--- src/rtl/stream_mux_rr_if.sv ---
// Stream bundle between NUM_CH producers and the shared consumer of stream_mux_rr.
// The slave modport is the mux's view; master is the producer/consumer side.
interface stream_mux_rr_if #(
  parameter int WIDTH  = 32,
  parameter int NUM_CH = 4
);
  localparam int SEL_W = $clog2(NUM_CH);

  logic [NUM_CH*WIDTH-1:0] in_data;
  logic [NUM_CH-1:0]       in_valid;
  logic [NUM_CH-1:0]       in_ready;
  logic [SEL_W-1:0]        sel;
  logic [WIDTH-1:0]        out_data;
  logic                    out_valid;
  logic [SEL_W-1:0]        out_ch;
  logic                    out_ready;

  modport slave (
    input  in_data, in_valid, sel, out_ready,
    output in_ready, out_data, out_valid, out_ch
  );

  modport master (
    output in_data, in_valid, sel, out_ready,
    input  in_ready, out_data, out_valid, out_ch
  );
endinterface

--- src/rtl/stream_mux_rr.sv ---
// NUM_CH-to-1 registered stream multiplexer with either sel-driven or
// round-robin channel choice and a single output register stage.
module stream_mux_rr #(
  parameter int WIDTH  = 32,
  parameter int NUM_CH = 4,
  parameter int MODE   = 0
) (
  input  logic           clk,
  input  logic           reset,
  stream_mux_rr_if.slave bus
);
  localparam int SEL_W = $clog2(NUM_CH);

  logic [WIDTH-1:0]  outData_q, outData_d;
  logic [SEL_W-1:0]  outCh_q, outCh_d;
  logic              outValid_q, outValid_d;
  logic [SEL_W-1:0]  rrPtr_q, rrPtr_d;

  logic              canLoad;
  logic              grantValid;
  logic              transfer;
  logic [SEL_W-1:0]  grant;
  logic [WIDTH-1:0]  grantData;
  logic [NUM_CH-1:0] inReady;
  int                idx;

  // Round-robin scans from lowest to highest priority so the last hit wins.
  always_comb begin
    grant      = '0;
    grantValid = 1'b0;
    idx        = 0;
    if (MODE == 0) begin
      for (int i = 0; i < NUM_CH; i++) begin
        if (bus.sel == SEL_W'(i)) begin
          grant      = SEL_W'(i);
          grantValid = bus.in_valid[i];
        end
      end
    end else begin
      for (int k = NUM_CH; k >= 1; k--) begin
        idx = int'(rrPtr_q) + k;
        if (idx >= NUM_CH) idx = idx - NUM_CH;
        for (int i = 0; i < NUM_CH; i++) begin
          if (idx == i && bus.in_valid[i]) begin
            grant      = SEL_W'(i);
            grantValid = 1'b1;
          end
        end
      end
    end
  end

  always_comb begin
    grantData = '0;
    for (int i = 0; i < NUM_CH; i++) begin
      if (grant == SEL_W'(i)) grantData = bus.in_data[i*WIDTH +: WIDTH];
    end
  end

  assign canLoad = !outValid_q || bus.out_ready;

  always_comb begin
    inReady = '0;
    for (int g = 0; g < NUM_CH; g++) begin
      inReady[g] = !reset && canLoad && grantValid && (grant == SEL_W'(g));
    end
  end

  assign transfer = |(inReady & bus.in_valid);

  // A drain without a new load clears valid but keeps the last data and channel.
  always_comb begin
    outData_d  = outData_q;
    outCh_d    = outCh_q;
    outValid_d = outValid_q && !bus.out_ready;
    rrPtr_d    = rrPtr_q;
    if (transfer) begin
      outData_d  = grantData;
      outCh_d    = grant;
      outValid_d = 1'b1;
      rrPtr_d    = grant;
    end
  end

  always_ff @(posedge clk) begin
    if (reset) begin
      outData_q  <= '0;
      outCh_q    <= '0;
      outValid_q <= 1'b0;
      rrPtr_q    <= SEL_W'(NUM_CH - 1);
    end else begin
      outData_q  <= outData_d;
      outCh_q    <= outCh_d;
      outValid_q <= outValid_d;
      rrPtr_q    <= rrPtr_d;
    end
  end

  assign bus.in_ready  = inReady;
  assign bus.out_data  = outData_q;
  assign bus.out_valid = outValid_q;
  assign bus.out_ch    = outCh_q;
endmodule

--- src/flat_wrapper.sv ---
// flat-port wrapper written by rule: the top's interface ports become plain ports
module stream_mux_rr_flat 
#(
  parameter int WIDTH  = 32,
  parameter int NUM_CH = 4,
  parameter int MODE   = 0
)
  (clk, reset, bus_in_data, bus_in_valid, bus_sel, bus_out_ready, bus_in_ready, bus_out_data, bus_out_valid, bus_out_ch);
  stream_mux_rr_if #(.WIDTH(WIDTH), .NUM_CH(NUM_CH)) bus_i ();
  input  logic clk;
  input  logic reset;
  input wire logic [$bits(bus_i.in_data)-1:0] bus_in_data;
  input wire logic [$bits(bus_i.in_valid)-1:0] bus_in_valid;
  input wire logic [$bits(bus_i.sel)-1:0] bus_sel;
  input wire logic [$bits(bus_i.out_ready)-1:0] bus_out_ready;
  output wire logic [$bits(bus_i.in_ready)-1:0] bus_in_ready;
  output wire logic [$bits(bus_i.out_data)-1:0] bus_out_data;
  output wire logic [$bits(bus_i.out_valid)-1:0] bus_out_valid;
  output wire logic [$bits(bus_i.out_ch)-1:0] bus_out_ch;
  assign bus_i.in_data = bus_in_data;
  assign bus_i.in_valid = bus_in_valid;
  assign bus_i.sel = bus_sel;
  assign bus_i.out_ready = bus_out_ready;
  assign bus_in_ready = bus_i.in_ready;
  assign bus_out_data = bus_i.out_data;
  assign bus_out_valid = bus_i.out_valid;
  assign bus_out_ch = bus_i.out_ch;
  stream_mux_rr #(.WIDTH(WIDTH), .NUM_CH(NUM_CH), .MODE(MODE)) u_core (.clk(clk), .reset(reset), .bus(bus_i));
endmodule
--- config.mk ---
export PLATFORM = sky130hd
export DESIGN_NAME = stream_mux_rr_flat
export DESIGN_NICKNAME = d
export VERILOG_FILES = /design/src/rtl/stream_mux_rr_if.sv /design/src/rtl/stream_mux_rr.sv /design/src/flat_wrapper.sv
export SDC_FILE = /design/constraint.sdc
export NUM_CORES = 1
export LEC_CHECK = 0
export ABC_AREA = 0
export CAP_MARGIN = 40
export CORE_ASPECT_RATIO = 1.5
export CORE_MARGIN = 4
export CORE_UTILIZATION = 34
export DETAILED_ROUTE_END_ITERATION = 8
export GPL_ROUTABILITY_DRIVEN = 0
export MAX_ROUTING_LAYER = met4
export PLACE_DENSITY = 0.81
export SLEW_MARGIN = 25
export SYNTH_ARGS = -nofsm -noshare
export SYNTH_HDL_FRONTEND = slang
export SYNTH_SLANG_ARGS = --single-unit
--- constraint.sdc ---
create_clock -name clk -period 2.03 [get_ports clk]
set_input_delay 0.203 -clock clk [delete_from_list [all_inputs] [get_ports clk]]
set_output_delay 0.203 -clock clk [all_outputs]
set_load 0.1 [all_outputs]
==> flow_metrics.tcl, run 1 <==
set metrics [dict create \
    die_area_um2 8320 \
    totalNegativeSetupSlack_ns 0 \
    drtPass1Iterations 4 \
    report.final.setup_viol 0 \
    worstPathRequired_ns 1.83 \
    run_status "finished, final reports clean" \
    grt_start_max_net_pins 36 \
    track_usage_pct 18.3 \
    layout-area-overhead-vs-synth_pct 78.6 \
    cts_root_buffer "sky130_fd_sc_hd__clkbuf_8" \
    yosys.area.top_type "sky130_fd_sc_hd__mux4_2" \
    final_hold_viol_count 0 \
    fmaxAchievable_ghz 0.597 \
    portBuffers 175 \
    clock_sinks 35 \
    cts_post_setup_buffers_inserted 0 \
    power_per_cell_area_nw_per_um2 653 \
    dp_hpwl_um 6280 \
    synth_top_area_share_pct 30.7 \
    cts.reportedPaths.clkPinSlew_ns 0.07 \
    final_critical_path_setup_slack_ns 0.354 \
    regArea_um2 702 \
    initialDrtViolationCount 69 \
    synth-edff-count 0 \
    post_route_cells_drive_above_1_share_pct 36.3 \
    synth_sequential_area_ratio_pct 29.9 \
    final_net_count 476 \
    post_drt_wl_per_cell_um 18.4 \
    worst_setup_path_end_kind "output port" \
    place_ws_ns 0.114 \
    worstSetupStartpointType "primary input" \
    worstHoldPathType "primary input to register" \
    async_reset_ff_share_pct 0 \
    yosysMostFrequentCell "sky130_fd_sc_hd__dfxtp_1" \
    criticalPathCategory "primary input to output port" \
    die_height_um 110 \
    timing.clock.skew_ns 0.00278 \
    synth_area_um2 2350 \
    multiInputGateArea_um2 1530 \
    starting_utilization_of_the_core_area_pct 35.4 \
    synth.top_cells.by_area "sky130_fd_sc_hd__mux4_2, sky130_fd_sc_hd__dfxtp_1, sky130_fd_sc_hd__mux2_4, sky130_fd_sc_hd__nor2b_1, sky130_fd_sc_hd__buf_6" \
    average_cell_area_after_synthesis_um2 14.1 \
    synth_instances 166 \
    leakage_nw 1.74 \
    mappedNetlistNets 303 \
    ctsHtreeMaxLevel 2 \
    remaining_drc_errors 0 \
    drv_slew 0 \
    via_count_of_the_first_global_routing_pass 2326 \
    antenna_found_initial 0 \
    postRouteAntennaNets 0 \
    insertion_delay_ns 0.27 \
    critical_path_peak_fanout 5 \
    clock_tree.buffer_depth 2 \
    placement_row_count 36 \
    max-vdd-ir-drop_mv 0.306 \
    hold_path_depth 3 \
    num_io_pins 176 \
    coreArea_um2 6620 \
    fp.dieW_um 75.8 \
    postCtsResizedCells 0 \
    dpl_cell_area_um2 4100 \
    antenna_cells 0 \
    rsz_0062_raised_after_global_routing "no" \
    reg2reg_setup_slack_ns 0.49 \
    grt_first_pass_wirelength_um 11100 \
    timing.final.crit_share_pct 82.6 \
    ys_types 21 \
    reg2regPathDepth 5 \
    ys_ff_latch 35 \
    critPathArrivalTime_ns 1.47 \
    relSlewSlack_pct 75.0 \
    postSynth.topFlopCell "sky130_fd_sc_hd__dfxtp_1" \
    drv.max_cap_violation_count 0 \
    clock_tree_from_tritoncts "yes" \
    grt_overflow_total 0 \
    design_power_total_mw 2.74 \
    ys_warn_count 0 \
    post-route-cell-area_um2 4190 \
    period_minus_slack_ns 1.68 \
    route.vias.total 2076 \
    worst_slew_pin_slew_ns 0.375 \
    synth_commonest_cells "sky130_fd_sc_hd__dfxtp_1, sky130_fd_sc_hd__nor2b_1, sky130_fd_sc_hd__mux4_2, sky130_fd_sc_hd__mux2_4" \
    total_detailed_routing_wirelength_um 7630 \
    fillers 556 \
    cts_buffers 5 \
    routed_via_density 5.00 \
    cts_hold_buffers 0 \
]
-- kinds of logic after synthesis --
kind of cell / share of synthesized area [%]
simple gates: 11.7
mux: 51.2
flops: 29.9
compound gates: 2.19
buf+inv: 5.06
-- metrics by stage --
step / hold WS (ns) / utilization (%) / instances
finish: 0.243 / 63.3 / 415
floorplan: 0.429 / - / 166
global placement: 0.464 / 62.0 / 408
global route: 0.253 / 63.3 / 415
detailed placement: 0.483 / 62.0 / 408
CTS: 0.228 / 63.3 / 415
-- layout by cell type, fill, tap and decap left out, types with 3 or more instances in the layout --
cell type,instances
sky130_fd_sc_hd__buf_12,6
sky130_fd_sc_hd__mux2_4,29
sky130_fd_sc_hd__clkdlybuf4s50_1,134
sky130_fd_sc_hd__buf_4,39
sky130_fd_sc_hd__a21oi_1,3
sky130_fd_sc_hd__clkbuf_8,6
sky130_fd_sc_hd__dfxtp_1,34
sky130_fd_sc_hd__nor2b_1,34
sky130_fd_sc_hd__mux4_2,32
sky130_fd_sc_hd__mux2_1,4
-- power breakdown --
part           internal, mW  switching, mW  total, mW  leakage, nW
Sequential            0.772         0.0397      0.811        0.290
Clock                 0.266          0.227      0.493       0.0470
Combinational         0.597          0.838       1.43         1.40
Total                  1.63           1.10       2.74         1.74
-- worst paths after layout --
kind / from / to
max: bus_out_ready / bus_in_ready[3]
min: bus_sel[1] / u_core.bus.out_ch[1]
max reg2reg: u_core.bus.out_valid / u_core.bus.out_data[1]
min reg2reg: u_core.bus.out_ch[1] / u_core.bus.out_ch[1]
-- critical path, stage by stage --
cell and delay (ns):
sky130_fd_sc_hd__clkdlybuf4s50_1 0.45, sky130_fd_sc_hd__nand2b_1 0.14, sky130_fd_sc_hd__and2_1 0.21, sky130_fd_sc_hd__and4_2 0.28
sky130_fd_sc_hd__buf_12 0.18
-- final cells by class --
cell class,instances,share of cell area [%]
timing repair buffer,181,42.1
multi-input combinational,114,36.6
sequential,35,16.7
tap,76,2.27
clock buffer,6,1.97
inverter,2,0.209
clock inverter,1,0.119
-- flip-flops by register name (all words and copies together) (netlist names) --
register              flops
u_core.bus.out_ch         2
u_core.bus.out_valid      1
u_core.bus.out_data      32
-- layer usage --
layer,track usage [%],part of all wire [%],vias up
li1,-,-,980
met1,19.7,35,986
met2,33.3,54,102
met3,2.29,8.4,8
met4,6.75,1.7,0
met5,-,0,-
Power figures use the tool's default switching activity.
==> run 2: changes to the inputs <==
==> constraint.sdc (replaced) <==
create_clock -name clk -period 1.65 [get_ports clk]
set_input_delay 0.165 -clock clk [delete_from_list [all_inputs] [get_ports clk]]
set_output_delay 0.165 -clock clk [all_outputs]
set_load 0.1 [all_outputs]
==> flow_metrics.tcl, run 2 (synthesis results as in run 1) <==
set metrics [dict create \
    maximum_single_stage_delay_on_the_critical_path_ns 0.45 \
    dpl_cell_area_um2 4260 \
    coreArea_um2 6620 \
    worstSetupEndpoint "bus_in_ready[3]" \
    num_io_pins 176 \
    leakage_nw 1.80 \
    report.final.setup_viol 0 \
    cpMaxStageDelayCell "sky130_fd_sc_hd__clkdlybuf4s50_1" \
    cells_along_the_critical_path "clkdlybuf4s50_1 > nand2b_4 > buf_4 > and2_4 > and4_2 > buf_12" \
    relSlewSlack_pct 75.5 \
    clock_sinks 35 \
    drtPass1Iterations 5 \
    routed_via_density 5.05 \
    drv.max_cap_violation_count 0 \
    dp_hpwl_um 6350 \
    grt_overflow_total 0 \
    cts_buffers 5 \
    max-vdd-ir-drop_mv 0.372 \
    portBuffers 175 \
    postRouteAntennaNets 0 \
    post_drt_wl_per_cell_um 18.5 \
    grt_first_pass_wirelength_um 11500 \
    finalCoreUtilization_pct 65.8 \
    worst_slew_pin_slew_ns 0.368 \
    cts_root_buffer "sky130_fd_sc_hd__clkbuf_8" \
    final_net_count 480 \
    power_per_cell_area_nw_per_um2 791 \
    largest_reg_flops 32 \
    post_route_cells_drive_above_1_share_pct 37.2 \
    hold_path_depth 3 \
    worstSetupStartpointType "primary input" \
    timing.critical_path.from "bus_out_ready" \
    switching_share_pct 40.4 \
    reg2regPathDepth 5 \
    layout_commonest_cell "sky130_fd_sc_hd__clkdlybuf4s50_1" \
    critical_path_peak_fanout 5 \
    worstHoldPathType "primary input to register" \
    design_power_total_mw 3.44 \
    rsz_0062_raised_after_global_routing "no" \
    insertion_delay_ns 0.28 \
    route.vias.total 2122 \
    period_minus_slack_ns 1.60 \
    net-switching-power_mw 1.39 \
    r2r-start "u_core.bus.out_valid" \
    placement_row_count 36 \
    fmaxAchievable_ghz 0.627 \
    worstPathRequired_ns 1.48 \
    remaining_drc_errors 0 \
    p_seq_share_pct 29.3 \
    total_detailed_routing_wirelength_um 7750 \
    layout-area-overhead-vs-synth_pct 85.5 \
    antenna_found_initial 0 \
    timing.rr.end "u_core.bus.out_data[27]" \
    critPathArrivalTime_ns 1.43 \
    fillers 519 \
    clock_tree.buffer_depth 2 \
    ctsHtreeMaxLevel 2 \
    regArea_um2 704 \
    post-route-cell-area_um2 4350 \
    final_hold_viol_count 0 \
    via_count_of_the_first_global_routing_pass 2385 \
    antenna_cells 0 \
    hold_slack_ns 0.200 \
    cts.reportedPaths.clkPinSlew_ns 0.06 \
    multiInputGateArea_um2 1550 \
    die_height_um 110 \
    timing.clock.skew_ns 0.00572 \
    grt_start_max_net_pins 36 \
    timing.final.crit_share_pct 96.7 \
    clock_power_share_pct 17.2 \
    reg2reg_setup_slack_ns 0.16 \
    track_usage_pct 19.1 \
    layout_common_cells "sky130_fd_sc_hd__clkdlybuf4s50_1, sky130_fd_sc_hd__nor2b_1, sky130_fd_sc_hd__dfxtp_1" \
    starting_utilization_of_the_core_area_pct 35.4 \
    die_area_um2 8320 \
    initialDrtViolationCount 90 \
    combinational_power_share_pct 53.5 \
    drv_slew 0 \
    worst_setup_path_end_kind "output port" \
    run_status "finished, final reports clean" \
    clock_tree_from_tritoncts "yes" \
    criticalPathCategory "primary input to output port" \
    internal_power_mw 2.05 \
    cts_post_setup_buffers_inserted 0 \
    fp.dieW_um 75.8 \
]
## run 2: critical path, delay by kind of cell
| family | cells | cell delay [ns] |
|---|---|---|
| and+or+nand+nor | 3 | 0.53 |
| buffers and inverters | 3 | 0.73 |
## run 2: metrics by stage
step           worst slack (ns)  setup TNS, ns  instances
3_3_place_gp             -0.163          -5.15        412
2_1_floorplan           0.00957              0        166
5_1_grt                 0.00447              0        420
6_report                 0.0547              0        420
3_5_place_dp             -0.210          -6.46        412
4_1_cts                  0.0194              0        420
## run 2: cell type report
cell class	instances	share of cell area, %
clock inverter	1	0.115
tap	76	2.18
inverter	2	0.201
multi-input combinational	114	35.5
sequential	35	16.2
clock buffer	7	1.75
timing repair buffer	185	44.1
## run 2: what timing repair did
action	4_1_cts	5_1_grt
cloned	0	0
gates resized for setup	2	1
hold buffers	0	0
setup endpoints to repair	4	3
pin swaps	0	1
## run 2: worst min-delay path by stage
| stage | startpoint | endpoint |
|---|---|---|
| 2_1_floorplan | reset | u_core.bus.out_data[0] |
| 3_3_place_gp | bus_sel[1] | u_core.bus.out_ch[1] |
| 3_5_place_dp | bus_sel[1] | u_core.bus.out_ch[1] |
| 4_1_cts | bus_sel[1] | u_core.bus.out_ch[1] |
| 5_1_grt | bus_sel[1] | u_core.bus.out_ch[1] |
| 6_report | bus_sel[1] | u_core.bus.out_ch[1] |
## run 2: power groups by stage
stage	clock [mW]	combinational [mW]	sequential (mW)
detailed placement	0	1.85	1.03
global route	0.651	1.91	1.02
global placement	0	1.83	1.03
floorplan	0	0.469	1.75
CTS	0.614	1.86	1.01
finish	0.592	1.84	1.01
## run 2: routing by layer
metal	vias up	GRT usage [%]	part of all wire [%]
met4	0	8.75	3.4
met1	1010	20.1	34
met5	-	-	0
met2	106	33.3	54
met3	18	4.12	8.8
li1	988	-	-
